### config.mk
export PLATFORM = sky130hd
export DESIGN_NAME = hazard_scoreboard
export DESIGN_NICKNAME = d
export VERILOG_FILES = /design/src/rtl/hazard_scoreboard.sv
export SDC_FILE = /design/constraint.sdc
export NUM_CORES = 1
export LEC_CHECK = 0
export CORE_MARGIN = 1
export CORE_UTILIZATION = 36
export CTS_BUF_LIST = sky130_fd_sc_hd__clkbuf_16
export DETAILED_ROUTE_END_ITERATION = 16
export GPL_TIMING_DRIVEN = 0
export MAX_ROUTING_LAYER = met4
export PLACE_DENSITY = 0.65
export SYNTH_ARGS = -nofsm -noshare
export SYNTH_HDL_FRONTEND = slang
export SYNTH_SLANG_ARGS = --single-unit
### constraint.sdc
create_clock -name clk -period 2.95 [get_ports clk]
set_input_delay 0.4425 -clock clk [delete_from_list [all_inputs] [get_ports clk]]
set_output_delay 0.4425 -clock clk [all_outputs]
set_load 0.005 [all_outputs]
### src/rtl/hazard_scoreboard.sv
// Pipeline hazard unit: operand forwarding selects, long-latency register scoreboard,
// stall/flush generation and redirect bubbles. Optional perf counters: HAZARD_PERF_CNT_EN.
module hazard_scoreboard #(
  parameter int FWD_DEPTH        = 2,
  parameter int REG_W            = 5,
  parameter int REDIRECT_BUBBLES = 1
) (
  input  logic                       clk,
  input  logic                       rst,
  input  logic [FWD_DEPTH-1:0]       fwd_valid,
  input  logic [FWD_DEPTH*REG_W-1:0] fwd_rd,
  input  logic [REG_W-1:0]           exec_rs1,
  input  logic [REG_W-1:0]           exec_rs2,
  output logic [FWD_DEPTH-1:0]       fwd_sel_rs1,
  output logic [FWD_DEPTH-1:0]       fwd_sel_rs2,
  input  logic                       dec_valid,
  input  logic [REG_W-1:0]           dec_rs1,
  input  logic [REG_W-1:0]           dec_rs2,
  input  logic                       exec_mem2reg,
  input  logic [REG_W-1:0]           exec_rd,
  input  logic                       issue_long,
  input  logic [REG_W-1:0]           issue_rd,
  input  logic                       retire_valid,
  input  logic [REG_W-1:0]           retire_rd,
  input  logic                       bra,
  input  logic                       jmp,
  input  logic                       ifetch_valid,
  input  logic                       dmem_valid,
  output logic                       fetch_stall,
  output logic                       exec_stall,
  output logic                       exec_flush,
  output logic                       mem_flush,
  output logic                       sb_busy,
  output logic                       sb_err,
  output logic [31:0]                stall_cnt,
  output logic [31:0]                flush_cnt
);

  localparam int NREG = 1 << REG_W;
  localparam logic [2:0] BUB_LOAD = 3'(REDIRECT_BUBBLES - 1);

  logic [NREG-1:0] r_pending;
  logic [NREG-1:0] w_eff;
  logic [2:0]      r_bubble;
  logic            r_err;
  logic            w_raw, w_waw, w_load, w_redirect;
  logic            w_hit1, w_hit2;

  // Lowest-index (youngest) matching source wins.
  always_comb begin
    fwd_sel_rs1 = '0;
    fwd_sel_rs2 = '0;
    w_hit1      = 1'b0;
    w_hit2      = 1'b0;
    for (int unsigned k = 0; k < FWD_DEPTH; k++) begin
      if (!w_hit1 && fwd_valid[k] && exec_rs1 != '0 &&
          fwd_rd[k*REG_W +: REG_W] == exec_rs1) begin
        fwd_sel_rs1[k] = 1'b1;
        w_hit1         = 1'b1;
      end
      if (!w_hit2 && fwd_valid[k] && exec_rs2 != '0 &&
          fwd_rd[k*REG_W +: REG_W] == exec_rs2) begin
        fwd_sel_rs2[k] = 1'b1;
        w_hit2         = 1'b1;
      end
    end
  end

  // A writeback retiring this cycle already resolves the hazard.
  always_comb begin
    w_eff = r_pending;
    if (retire_valid) w_eff[retire_rd] = 1'b0;
  end

  always_comb begin
    w_raw       = dec_valid && ((dec_rs1 != '0 && w_eff[dec_rs1]) ||
                                (dec_rs2 != '0 && w_eff[dec_rs2]));
    w_waw       = issue_long && w_eff[issue_rd];
    w_load      = exec_mem2reg && exec_rd != '0 &&
                  (exec_rd == dec_rs1 || exec_rd == dec_rs2);
    exec_stall  = !dmem_valid;
    mem_flush   = exec_stall;
    fetch_stall = !ifetch_valid || exec_stall || w_raw || w_waw || w_load;
    w_redirect  = (bra || jmp) && !exec_stall;
    exec_flush  = w_redirect || (r_bubble != '0) || (fetch_stall && !exec_stall);
    sb_busy     = |r_pending;
    sb_err      = r_err;
  end

  // Issue is applied after retire so a same-register collision leaves the bit set.
  always_ff @(posedge clk or posedge rst) begin
    if (rst) begin
      r_pending <= '0;
      r_err     <= 1'b0;
    end else begin
      if (retire_valid) begin
        if (!r_pending[retire_rd]) r_err <= 1'b1;
        r_pending[retire_rd] <= 1'b0;
      end
      if (issue_long && issue_rd != '0 && !exec_stall) r_pending[issue_rd] <= 1'b1;
    end
  end

  always_ff @(posedge clk or posedge rst) begin
    if (rst)                            r_bubble <= '0;
    else if (w_redirect)                r_bubble <= BUB_LOAD;
    else if (r_bubble != '0 && !exec_stall) r_bubble <= r_bubble - 3'd1;
  end

`ifdef HAZARD_PERF_CNT_EN
  logic [31:0] r_stall_cnt, r_flush_cnt;

  always_ff @(posedge clk or posedge rst) begin
    if (rst) begin
      r_stall_cnt <= '0;
      r_flush_cnt <= '0;
    end else begin
      if (fetch_stall && r_stall_cnt != '1) r_stall_cnt <= r_stall_cnt + 32'd1;
      if (exec_flush && r_flush_cnt != '1)  r_flush_cnt <= r_flush_cnt + 32'd1;
    end
  end

  assign stall_cnt = r_stall_cnt;
  assign flush_cnt = r_flush_cnt;
`else
  assign stall_cnt = '0;
  assign flush_cnt = '0;
`endif

endmodule

==> flow_summary.ini <==
[yosys]
yosys-top-cells-area = dfrtp_1, buf_4, mux4_2
postSynthCellCount = 462
ys_seq_area_frac = 0.2291
async_flop_share = 1.000
ys.flop_type = dfrtp_1
ys_warn_count = 0
synth_area_leader_cell = dfrtp_1
ys_ff_latch = 36
syn-cell-area_mm2 = 0.003933
syn_area_per_cell_um2 = 8.512
synth.distinct_cells = 67
synth-edff-count = 0
synth_top_area_frac = 0.2291

[layout]
n_fill_cell = 969
syn2layout_area_growth_pct = 40.98
post-route-cell-area_mm2 = 0.005544
drive_gt1_frac = 0.2927
nets = 673
num_antenna_cells = 0
instances_no_fill = 751

[placed_design]
dpl_cell_area_mm2 = 0.004905
dp_hpwl_um = 10230
placedCellCount = 717
portBuffers = 55
dp_slack_ps = -1330
globalplace.congestion = 0.9598

[worst_setup_path]
path_class = primary input to primary output
arrival_ps = 2760
reg2reg_depth = 4
path_cells = buf_6 > nand4bb_1 > o21ai_2 > mux4_2 > o211ai_1 > a41o_1 > nor4_2 > buf_4 > a31oi_1 > buf_2
end_kind = primary output
startpoint_type = primary input
worst_path_max_delay_cell = o21ai_2
worstSetupPathDepth = 10
worst-path-buf-inv = 3
critPathTopFamily = compound AO/OA/AOI/OAI gates
cpPeakStageDelay_ps = 430
cp_data_required_time_ps = 2510
crit_fanout = 10

[sta]
fin_skew_ps = 4.951
finalHoldViolCount = 0
min_period_ps = 3198
slew_headroom = 0.3866
tightestPinTransition_ps = 919.1
rsz0062_at_grt = yes
fin_setup_tns_ps = -345.1
worst_slack_ps = -248.4
fin_crit_sh = 1.084
setup_viol = 2
slew_viol_final = 0
fmax_ghz = 0.3127

[drt]
dr.pass1.iters = 10
drtAntennaViolNets = 0
wl_per_cell_um = 18.60
drtIter0Drc = 365
num_vias = 4180
via_per_inst = 5.566
routed_wl_um = 13970
route.detailed.drc = 0

[min_path]
hold_path_class = primary input to flop
whs_path_depth = 2

[pwr]
powerDensity_mw_per_mm2 = 376.9
ir_worst_vdd_mv = 0.2377
p_leak_nw = 2.383
finalPower_w = 0.002089

[die]
rows = 37
initial_core_util = 0.3759
die_area_mm2 = 0.01135
io_pins = 131
core_area_mm2 = 0.01046
die_width_um = 106.5
die_y_um = 106.5

[grt]
first_global_vias = 3873
grt-ovfl-total = 0
grt_max_degree = 24
grt_pass1_wl_um = 21040
antenna_found_initial = 0
track_usage = 0.2502

[run_status]
status = finished, violations left
violations = negative setup slack

[clock_network]
clock_path_buffers = 2
numCtsBuffers = 5
cts_tree = done
clkLatencyLatePin_ps = 280
cts_htree_levels = 2
root_buffer = clkbuf_16
clkTransAtPathRegs_ps = 50
cts_sinks = 36

[flow_run]
max_cap_violations = 0
synth_stat cells, types with 3 or more instances:
library cell,n
o22ai_1,3
a31oi_1,3
nor2b_1,8
mux2_2,6
or4_1,6
o211ai_1,8
o41ai_1,3
nand2b_1,12
xnor2_1,22
mux4_2,13
buf_2,6
a21oi_1,4
nand3b_1,3
o21ai_0,54
nand2_1,30
dfrtp_1,36
nor3_1,12
mux2i_1,13
nor4_1,14
or3_1,3
clkbuf_1,17
nand3_1,11
o21ai_1,4
o2111ai_1,9
inv_1,7
nor4b_1,3
o21ai_2,3
nand4_1,11
xor2_1,9
buf_4,66
nor2_1,17
placed cells by master, fill, tap and decap left out, types with 4 or more instances in the layout:
master / synthesis / layout
inv_1: 7 / 9
dfrtp_1: 36 / 36
nor2b_1: 8 / 5
clkdlybuf4s50_1: 0 / 44
mux4_2: 13 / 13
o2111ai_1: 9 / 9
mux2_2: 6 / 6
nand2b_1: 12 / 9
conb_1: 1 / 64
nand3_1: 11 / 11
dlygate4sd2_1: 0 / 5
nand2_1: 30 / 27
o21ai_4: 1 / 8
buf_2: 6 / 4
clkbuf_1: 17 / 10
mux2i_1: 13 / 13
o211ai_1: 8 / 8
buf_6: 2 / 6
nor2_1: 17 / 17
buf_4: 66 / 92
xor2_1: 9 / 9
or4_1: 6 / 6
o21ai_2: 3 / 11
o21ai_1: 4 / 5
nor3_1: 12 / 12
xnor2_1: 22 / 22
nand4_1: 11 / 11
clkbuf_16: 0 / 5
o21ai_0: 54 / 38
nor4_1: 14 / 14
repair_timing:
| action | CTS | global route |
|---|---|---|
| gates resized for setup | 102 | 25 |
| pin swaps | 9 | 18 |
| hold endpoints to repair | 0 | 0 |
| setup endpoints to repair | 4 | 2 |
| hold buffers | 0 | 0 |
| buffers inserted | 11 | 17 |
per-stage QoR:
step	hold WS, ps	util
finish	436.2	0.5299
global route	445.8	0.5299
CTS	440.6	0.5103
detailed placement	443.9	0.4688
global placement	441.1	0.4674
floorplan	449.0	-
final cells by class:
cell class	instances	area, um^2	area share
inverters	8	30.03	0.005416
well taps	136	170.2	0.03069
repair buffers	84	790.8	0.1426
clock buffers	5	125.1	0.02257
flip-flops and latches	36	900.9	0.1625
plain buffers	90	686.9	0.1239
multi-input cells	389	2829	0.5103
clock inverters	3	11.26	0.002031
sequential cells by signal, indices dropped and copies added, names as in the netlist:
| name | count |
|---|---|
| r_bubble | 3 |
| r_pending | 32 |
| sb_err | 1 |
path summary, 6_finish.rpt:
| check | startpoint | to | slack [ps] |
|---|---|---|---|
| max in group asynchronous | rst | r_pending[27]$_DFF_PP0_ | 1680 |
| min in group asynchronous | rst | r_pending[4]$_DFF_PP0_ | 670 |
| max | retire_rd[2] | exec_flush | -250 |
| min | retire_valid | sb_err$_DFFE_PP0P_ | 440 |
| min reg2reg | sb_err$_DFFE_PP0P_ | sb_err$_DFFE_PP0P_ | 450 |
| max reg2reg | r_pending[3]$_DFF_PP0_ | sb_err$_DFFE_PP0P_ | 1040 |
per-layer routing:
metal | wire length (um) | vias up | part of all wire | track usage
met2 | 6449 | 306 | 0.46 | 0.4045
li1 | - | 1899 | - | -
met3 | 1666 | 78 | 0.12 | 0.06806
met5 | 0 | - | 0 | -
met1 | 5157 | 1897 | 0.37 | 0.2927
met4 | 694 | 0 | 0.050 | 0.1067
report_power, final:
part	leakage, nW	switching (W)	internal (W)
Clock	0.0738	0.000201	0.000304
Sequential	0.466	0.000123	0.000573
Combinational	1.84	0.000453	0.000435
kinds of logic after synthesis:
kind of cell    synth area share
compound gates            0.1849
fa+ha+maj               0.006362
xor+xnor                 0.06904
buf+inv                   0.1642
mux                       0.1276
simple gates              0.2179
other cells            0.0009536
flops                     0.2291
worst reg2reg max path, delay by kind of cell (launching register included):
family | cells | cell delay (ps)
flops | 1 | 520
mux | 3 | 1190
compound gates | 1 | 140
(Power assumes the default switching activity.)
